File: src/rtl/stopwatch_timebase.sv
// stopwatch_timebase: 100 Hz tick generator feeding cascaded centisecond/second/minute/hour counters under a run/stop/clear FSM.
// Latency: counters update on the edge that samples the tick; the first increment lands TICK_COUNT cycles after RUN is entered.
// Backpressure: none; single-cycle button pulses are always consumed. Optional lap-hold output freeze under `STOPWATCH_LAP_EN.
module stopwatch_timebase #(
  parameter int TICK_COUNT = 1_000_000,
  parameter int MSEC_MAX   = 100,
  parameter int SEC_MAX    = 60,
  parameter int MIN_MAX    = 60,
  parameter int HOUR_MAX   = 24
) (
  input  logic                        clk,
  input  logic                        reset,
  input  logic                        i_btn_run,
  input  logic                        i_btn_clear,
`ifdef STOPWATCH_LAP_EN
  input  logic                        i_btn_lap,
  output logic                        o_lap_hold,
`endif
  output logic [$clog2(MSEC_MAX)-1:0] o_msec,
  output logic [$clog2(SEC_MAX)-1:0]  o_sec,
  output logic [$clog2(MIN_MAX)-1:0]  o_min,
  output logic [$clog2(HOUR_MAX)-1:0] o_hour,
  output logic                        o_running
);

  localparam int MSEC_W = $clog2(MSEC_MAX);
  localparam int SEC_W  = $clog2(SEC_MAX);
  localparam int MIN_W  = $clog2(MIN_MAX);
  localparam int HOUR_W = $clog2(HOUR_MAX);
  localparam int TICK_W = (TICK_COUNT > 1) ? $clog2(TICK_COUNT) : 1;

  localparam logic [TICK_W-1:0] TICK_LAST = TICK_W'(TICK_COUNT - 1);
  localparam logic [TICK_W-1:0] TICK_ONE  = TICK_W'(1);
  localparam logic [MSEC_W-1:0] MSEC_LAST = MSEC_W'(MSEC_MAX - 1);
  localparam logic [MSEC_W-1:0] MSEC_ONE  = MSEC_W'(1);
  localparam logic [SEC_W-1:0]  SEC_LAST  = SEC_W'(SEC_MAX - 1);
  localparam logic [SEC_W-1:0]  SEC_ONE   = SEC_W'(1);
  localparam logic [MIN_W-1:0]  MIN_LAST  = MIN_W'(MIN_MAX - 1);
  localparam logic [MIN_W-1:0]  MIN_ONE   = MIN_W'(1);
  localparam logic [HOUR_W-1:0] HOUR_LAST = HOUR_W'(HOUR_MAX - 1);
  localparam logic [HOUR_W-1:0] HOUR_ONE  = HOUR_W'(1);

  localparam logic [1:0] ST_STOP  = 2'd0;
  localparam logic [1:0] ST_RUN   = 2'd1;
  localparam logic [1:0] ST_CLEAR = 2'd2;

  logic [1:0]        state_q,    state_d;
  logic              running_q,  running_d;
  logic [TICK_W-1:0] tick_cnt_q, tick_cnt_d;
  logic [MSEC_W-1:0] msec_q,     msec_d;
  logic [SEC_W-1:0]  sec_q,      sec_d;
  logic [MIN_W-1:0]  min_q,      min_d;
  logic [HOUR_W-1:0] hour_q,     hour_d;

  logic tick;
  logic msec_wrap;
  logic sec_wrap;
  logic min_wrap;
  logic hour_wrap;

  // Control FSM: clear beats run in STOP; CLEAR is a single-cycle pass-through back to STOP.
  always_comb begin
    state_d = state_q;
    case (state_q)
      ST_STOP: begin
        if (i_btn_clear) begin
          state_d = ST_CLEAR;
        end else if (i_btn_run) begin
          state_d = ST_RUN;
        end
      end
      ST_RUN: begin
        if (i_btn_run) begin
          state_d = ST_STOP;
        end
      end
      ST_CLEAR: begin
        state_d = ST_STOP;
      end
      default: begin
        state_d = ST_STOP;
      end
    endcase
    running_d = (state_d == ST_RUN);
  end

  // Tick strobe and per-digit wrap detection; the tick is qualified by RUN so a stopped counter never fires.
  always_comb begin
    tick      = (state_q == ST_RUN) && (tick_cnt_q == TICK_LAST);
    msec_wrap = (msec_q == MSEC_LAST);
    sec_wrap  = (sec_q == SEC_LAST);
    min_wrap  = (min_q == MIN_LAST);
    hour_wrap = (hour_q == HOUR_LAST);
  end

  // Tick prescaler and cascaded time counters; every carry resolves in the tick edge itself.
  always_comb begin
    tick_cnt_d = tick_cnt_q;
    msec_d     = msec_q;
    sec_d      = sec_q;
    min_d      = min_q;
    hour_d     = hour_q;
    case (state_q)
      ST_CLEAR: begin
        tick_cnt_d = '0;
        msec_d     = '0;
        sec_d      = '0;
        min_d      = '0;
        hour_d     = '0;
      end
      ST_RUN: begin
        // A stop pulse on the tick cycle does not suppress this increment.
        tick_cnt_d = tick ? '0 : (tick_cnt_q + TICK_ONE);
        if (tick) begin
          msec_d = msec_wrap ? '0 : (msec_q + MSEC_ONE);
          if (msec_wrap) begin
            sec_d = sec_wrap ? '0 : (sec_q + SEC_ONE);
            if (sec_wrap) begin
              min_d = min_wrap ? '0 : (min_q + MIN_ONE);
              if (min_wrap) begin
                hour_d = hour_wrap ? '0 : (hour_q + HOUR_ONE);
              end
            end
          end
        end
      end
      default: begin
        // STOP keeps the partial tick period so a resume loses no phase.
        tick_cnt_d = tick_cnt_q;
      end
    endcase
  end

  // State, prescaler and counter registers with synchronous active-low reset.
  always_ff @(posedge clk) begin
    if (!reset) begin
      state_q    <= ST_STOP;
      running_q  <= 1'b0;
      tick_cnt_q <= '0;
      msec_q     <= '0;
      sec_q      <= '0;
      min_q      <= '0;
      hour_q     <= '0;
    end else begin
      state_q    <= state_d;
      running_q  <= running_d;
      tick_cnt_q <= tick_cnt_d;
      msec_q     <= msec_d;
      sec_q      <= sec_d;
      min_q      <= min_d;
      hour_q     <= hour_d;
    end
  end

  assign o_running = running_q;

`ifdef STOPWATCH_LAP_EN
  logic              lap_hold_q, lap_hold_d;
  logic [MSEC_W-1:0] lap_msec_q, lap_msec_d;
  logic [SEC_W-1:0]  lap_sec_q,  lap_sec_d;
  logic [MIN_W-1:0]  lap_min_q,  lap_min_d;
  logic [HOUR_W-1:0] lap_hour_q, lap_hour_d;

  // Lap toggle only while staying in RUN; leaving RUN drops the hold. Snapshot takes the values written on the lap edge.
  always_comb begin
    lap_hold_d = lap_hold_q;
    lap_msec_d = lap_msec_q;
    lap_sec_d  = lap_sec_q;
    lap_min_d  = lap_min_q;
    lap_hour_d = lap_hour_q;
    if (state_d != ST_RUN) begin
      lap_hold_d = 1'b0;
    end else if ((state_q == ST_RUN) && i_btn_lap) begin
      lap_hold_d = !lap_hold_q;
      if (!lap_hold_q) begin
        lap_msec_d = msec_d;
        lap_sec_d  = sec_d;
        lap_min_d  = min_d;
        lap_hour_d = hour_d;
      end
    end
  end

  // Lap hold flag and snapshot registers.
  always_ff @(posedge clk) begin
    if (!reset) begin
      lap_hold_q <= 1'b0;
      lap_msec_q <= '0;
      lap_sec_q  <= '0;
      lap_min_q  <= '0;
      lap_hour_q <= '0;
    end else begin
      lap_hold_q <= lap_hold_d;
      lap_msec_q <= lap_msec_d;
      lap_sec_q  <= lap_sec_d;
      lap_min_q  <= lap_min_d;
      lap_hour_q <= lap_hour_d;
    end
  end

  // Display mux: frozen snapshot while holding, live counters otherwise.
  always_comb begin
    o_lap_hold = lap_hold_q;
    o_msec     = lap_hold_q ? lap_msec_q : msec_q;
    o_sec      = lap_hold_q ? lap_sec_q  : sec_q;
    o_min      = lap_hold_q ? lap_min_q  : min_q;
    o_hour     = lap_hold_q ? lap_hour_q : hour_q;
  end
`else
  // Display is always the live counters.
  always_comb begin
    o_msec = msec_q;
    o_sec  = sec_q;
    o_min  = min_q;
    o_hour = hour_q;
  end
`endif

endmodule

File: config.mk
export PLATFORM = sky130hd
export DESIGN_NAME = stopwatch_timebase
export DESIGN_NICKNAME = d
export VERILOG_FILES = /design/src/rtl/stopwatch_timebase.sv
export SDC_FILE = /design/constraint.sdc
export NUM_CORES = 1
export LEC_CHECK = 0
export ABC_AREA = 1
export CORE_ASPECT_RATIO = 0.5
export CORE_MARGIN = 2
export CORE_UTILIZATION = 50
export CTS_CLUSTER_DIAMETER = 150
export DETAILED_ROUTE_END_ITERATION = 6
export GPL_TIMING_DRIVEN = 0
export PLACE_DENSITY = 0.73
export SYNTH_ARGS = -nofsm -noshare
export SYNTH_HDL_FRONTEND = slang
export SYNTH_SLANG_ARGS = --single-unit
File: constraint.sdc
create_clock -name clk -period 5.3 [get_ports clk]
set_clock_uncertainty 0.05 [all_clocks]
set_input_delay 0.53 -clock clk [delete_from_list [all_inputs] [get_ports clk]]
set_output_delay 0.53 -clock clk [all_outputs]
set_load 0.005 [all_outputs]
==> flow_metrics.tcl, run 1 <==
set metrics [dict create \
    p_sw_frac 0.276 \
    synth_top_area_share 0.349 \
    initial_core_util 0.534 \
    avgSynthCellArea_um2 7.05 \
    die_w_um 108 \
    synth_cells 382 \
    finish.utilization 0.626 \
    synthSimpleGateAreaFrac 0.395 \
    critPathMaxStageDelay_ns 0.36 \
    final_cells 488 \
    critPathKind "reg -> reg" \
    clkSlewWorstSetupHoldPaths_ns 0.09 \
    num_antenna_cells 0 \
    place_hpwl_um 4380 \
    grt_max_degree 14 \
    drt-total-wl_um 5900 \
    grt_use_total 0.213 \
    setup_violations 0 \
    synth_mux_area_frac 0 \
    drive_above_1_share 0.108 \
    cts_resized 0 \
    combPwrFrac 0.157 \
    pre_cts_slack_ns 3.31 \
    synth_seq_area_share 0.349 \
    cts_buffer_depth 2 \
    row_count 18 \
    ctsHoldBuffers 0 \
    crit_required_ns 5.45 \
    num_vias 2536 \
    synth_top_family_by_area "simple AND/OR/NAND/NOR gates" \
    synth_cell_types 44 \
    dp_cells 480 \
    hold_depth 2 \
    multi_input_area_mm2 0.00152 \
    grt_pass1_vias 2330 \
    cts_num_sinks 47 \
    ir_drop_uv 141 \
    yosysTopAreaCell "dfxtp_1" \
    worst_r2r_path_depth 12 \
    cts.root.buffer_cell "clkbuf_8" \
    drt-wirelength-per-cell_um 12.1 \
    holdWs_ns 0.435 \
    synth_xor_area_frac 0.0390 \
    leakagePower_nw 1.16 \
    dr.pass1.iters 4 \
    yosys_warnings 0 \
    tritoncts "yes" \
    crit_family "simple AND/OR/NAND/NOR gates" \
    num_io_pins 29 \
    cp_num_cells 12 \
    final_nets 428 \
    worst_hold_path_type "reg -> reg" \
    overflow 0 \
    fin_crit_sh 0.375 \
    synth_compound_area_frac 0.0967 \
    internal_power_mw 0.530 \
    clk_latency_ns 0.30 \
    portBuffers 28 \
    drc 0 \
    rsz0062_at_grt "no" \
    min_period_ns 1.98 \
    report.final.slew_viol_count 0 \
    cts_setup_buffers 0 \
    viasPerCell 5.20 \
    seqCellArea_um2 941 \
    clock_power_share 0.329 \
    power_switching_mw 0.202 \
    path_cells "inv_1, ha_1, buf_6, nand2_2, nor2_4, nand2_1, inv_2, nand2_1, nor3_2, nand2_1, nor2_1, nor3b_2" \
    ant_nets 0 \
    max_slew_margin 0.669 \
    die_h_um 55.9 \
    tightestPinTransition_ns 0.497 \
    cp-start-kind "flip-flop" \
    dieArea_mm2 0.00602 \
    async_flop_share 0 \
    reg2reg_slack_ns 3.32 \
    cts_buffers 5 \
    core_area_mm2 0.00504 \
    setup_tns_ns 0 \
    antenna_found_initial 0 \
    ys.flop_type "dfxtp_1" \
    status "complete, no violations" \
    netlist_area_mm2 0.00269 \
    area_growth_syn_to_layout_pct 17.4 \
    power_density_mw_per_mm2 231 \
    critPathBufInv 3 \
    synth_area_leaders "dfxtp_1, nand2_1, nor2_1" \
    synthAdderAreaFrac 0.0325 \
    fillers 470 \
    synth.ff_latch_count 47 \
    drtIter0Drc 113 \
    finalHoldViolCount 0 \
    synth_nets 393 \
    critPathSlowestCell "dfxtp_1" \
    critPathCaptureType "flip-flop" \
    grt_pass1_wl_um 10400 \
    setup_slack_ns 3.32 \
    worst_ep_arrival_time_ns 2.14 \
    h-tree-depth 2 \
    path_max_fanout 10 \
    max_freq_mhz 504 \
    seqPwrFrac 0.514 \
    routabilityCongestion 0.869 \
    synth_edf_count 0 \
    worst_path_most_repeated_cell "nand2_1" \
    cap_viol_max_count 0 \
]
## area by class of cell
class                      instances  share of cell area
tap                               70              0.0277
sequential                        47               0.298
clock buffer                       8              0.0317
timing repair buffer              28              0.0887
buffer                             8              0.0210
multi-input combinational        284               0.480
inverter                          43              0.0530
## worst min-delay path: stages (launching register included)
cell and delay, ns:
dfxtp_1 0.34, inv_1 0.06, a21oi_1 0.05
## cells in the mapped netlist, types with 2 or more instances
cell type,number
nor2_4,3
nor2_1,59
nand2_4,4
nand4_1,8
nand2_2,5
nand3_1,25
nand4_2,2
xnor2_1,3
nor3b_2,2
a21oi_1,25
o21ai_0,4
inv_1,39
a211oi_1,2
a21oi_4,2
nand2_1,87
o21bai_1,2
nor2_2,6
buf_6,3
nor3_1,12
dfxtp_1,47
ha_1,7
clkbuf_1,2
xor2_1,9
inv_2,2
nor4_1,3
## layer usage
metal	wire length (um)	GRT usage
met3	165	0.0398
met2	2790	0.344
met5	0	0
met1	2860	0.289
met4	76	0.0641
## final timing paths
check	start	to
max	state_q[0]	tick_cnt_q[13]
min	tick_cnt_q[19]	tick_cnt_q[19]
max reg2reg	state_q[0]	tick_cnt_q[13]
min reg2reg	tick_cnt_q[19]	tick_cnt_q[19]
## layout by cell type, fill, tap and decap left out, types with 4 or more instances in the layout
cell / count
nand2_2: 5
clkdlybuf4s50_1: 28
dfxtp_1: 47
nand4_1: 8
o21ai_0: 4
nor2_2: 6
xor2_1: 9
nand3_1: 25
nor2_1: 59
nand2_1: 87
ha_1: 7
nand2_4: 4
nor3_1: 12
inv_1: 39
clkbuf_8: 7
a21oi_1: 25
## metrics by stage
step | power [mW] | instance area [um2]
after floorplan | 0.460 | 2690
after global placement | 0.496 | 3060
after detailed placement | 0.500 | 3060
after CTS | 0.740 | 3160
after global routing | 0.770 | 3160
final | 0.731 | 3160
## state kept, by name, indices dropped and copies added, names as in the netlist
register    flops
o_running       1
o_msec          7
o_sec           6
tick_cnt_q     20
state_q         2
o_min           6
o_hour          5
## cells by family (layout without fill, tap and decap cells)
group	after synthesis	count (layout)
and+or+nand+nor	223	223
buffers and inverters	51	87
adders and majority gates	7	7
AOI/OAI and AO/OA	42	42
DFF	47	47
xor gates and xnor gates	12	12
## power groups by stage
stage / Combinational [mW] / Sequential [mW] / Clock, mW
final: 0.115 / 0.376 / 0.241
after global routing: 0.129 / 0.378 / 0.262
after CTS: 0.116 / 0.376 / 0.249
after detailed placement: 0.115 / 0.384 / 0
after global placement: 0.112 / 0.383 / 0
after floorplan: 0.0766 / 0.383 / 0
No activity file was read; power rests on OpenSTA's default activity.
==> run 2: changes to the inputs <==
==> constraint.sdc (replaced) <==
create_clock -name clk -period 1.9 [get_ports clk]
set_clock_uncertainty 0.05 [all_clocks]
set_input_delay 0.19 -clock clk [delete_from_list [all_inputs] [get_ports clk]]
set_output_delay 0.19 -clock clk [all_outputs]
set_load 0.005 [all_outputs]
==> flow_metrics.tcl, run 2 (synthesis gave the netlist of run 1 again) <==
set metrics [dict create \
    portBuffers 28 \
    die_h_um 55.9 \
    drt-total-wl_um 6190 \
    antenna_found_initial 0 \
    hold_depth 2 \
    cts_buffers 5 \
    final_nets 435 \
    hold_end "tick_cnt_q[19]" \
    r2r-start "state_q[0]" \
    setup_tns_ns 0 \
    dieArea_mm2 0.00602 \
    ctsHoldBuffers 0 \
    rsz0062_at_grt "yes" \
    hp-start "tick_cnt_q[19]" \
    initial_core_util 0.534 \
    grt_max_degree 14 \
    report.final.slew_viol_count 0 \
    drtIter0Drc 112 \
    timing.rr.end "tick_cnt_q[17]" \
    worst_r2r_path_depth 10 \
    leakagePower_nw 1.22 \
    max_slew_margin 0.667 \
    grt_pass1_vias 2354 \
    core_area_mm2 0.00504 \
    h-tree-depth 2 \
    grt_use_total 0.217 \
    place_hpwl_um 4380 \
    num_antenna_cells 0 \
    largest_register "tick_cnt_q" \
    drive_above_1_share 0.172 \
    power_density_mw_per_mm2 629 \
    cts.root.buffer_cell "clkbuf_8" \
    critPathCaptureType "flip-flop" \
    top_layer "met4" \
    path_max_fanout 5 \
    fin_crit_sh 0.975 \
    worst_ep_arrival_time_ns 2.01 \
    finalHoldViolCount 0 \
    final_cell_mix "nand2_1, nor2_1, dfxtp_1" \
    worst_hold_path_type "reg -> reg" \
    critPathKind "reg -> reg" \
    final_common_cell "nand2_1" \
    die_w_um 108 \
    setup_violations 0 \
    cp-start-kind "flip-flop" \
    cap_viol_max_count 0 \
    crit_required_ns 2.05 \
    tightestPinTransition_ns 0.500 \
    ir_drop_uv 405 \
    cts_num_sinks 47 \
    clkSlewWorstSetupHoldPaths_ns 0.09 \
    status "complete, no violations" \
    dr.pass1.iters 4 \
    area_growth_syn_to_layout_pct 22.7 \
    drt-wirelength-per-cell_um 12.5 \
    num_vias 2610 \
    tritoncts "yes" \
    drc 0 \
    max_freq_mhz 540 \
    route.met2.wl_um 2980 \
    cts_buffer_depth 2 \
    grt_pass1_wl_um 10600 \
    num_io_pins 29 \
    routabilityCongestion 0.869 \
    clk_latency_ns 0.30 \
    reg2reg_slack_ns 0.05 \
    row_count 18 \
    ant_nets 0 \
    largest_register_ffs 20 \
    wl_met1_um 2870 \
    met3RoutedLength_um 245 \
    min_period_ns 1.85 \
    pre_cts_slack_ns -0.0738 \
    total_power_mw 2.08 \
    viasPerCell 5.27 \
    setup_slack_ns 0.0482 \
    overflow 0 \
]
[run 2: cell types whose count changed in the layout (fill, tap and decap cells not counted), sizes merged]
cell	before	now
buf	5	13
clkinvlp	0	1
inv	42	41
clkbuf	10	9
[run 2: cell type report]
class / instances / area, um2
fill: 451 / 1740
sequential: 47 / 947
clock buffer: 8 / 100
timing repair buffer: 35 / 345
buffer: 8 / 70.1
multi-input combinational: 284 / 1580
inverter: 43 / 171
tap: 70 / 87.6
[run 2: worst max-delay path by stage]
stage	startpoint	cells after the start	end
3_3_place_gp	state_q[0]	12	tick_cnt_q[13]
5_1_grt	state_q[0]	12	tick_cnt_q[13]
6_report	state_q[0]	10	tick_cnt_q[17]
3_5_place_dp	state_q[0]	12	tick_cnt_q[13]
4_1_cts	state_q[0]	12	tick_cnt_q[13]
2_1_floorplan	state_q[0]	12	tick_cnt_q[13]
[run 2: repair_timing]
action                                  CTS  global route
pin swaps                                 4             6
buffers inserted                          4             3
endpoints found under the hold margin     0             0
endpoints found under the setup margin    5            22
resized for setup                         5            23
cloned                                    0             0
[run 2: power breakdown]
group,switching [mW],total [mW],internal (mW)
logic,0.203,0.354,0.152
clock network,0.338,0.671,0.333
registers,0.0340,1.05,1.02
total,0.575,2.08,1.50
[run 2: critical path: stages (launching register included)]
cell and delay, ns:
dfxtp_2 0.34, inv_1 0.05, ha_1 0.29, buf_6 0.13
nand2_2 0.07, nor2_4 0.13, nand2_2 0.09, nor4_1 0.24
nand3_1 0.14, o21ai_0 0.17, nor2_1 0.05
[run 2: metrics by stage]
stage	cells	cell area [um2]	hold WS (ns)	util
global route	495	3300	0.456	0.655
finish	495	3300	0.430	0.655
floorplan	382	2690	0.297	-
global placement	480	3060	0.409	0.607
detailed placement	480	3060	0.418	0.607
CTS	492	3220	0.432	0.638
[run 2: metal layers]
layer  global-route usage  vias to the layer above
li1                     -                     1320
met1                0.296                     1223
met2                0.351                       56
met3               0.0398                       11
met4               0.0641                        0
met5                    0                        -
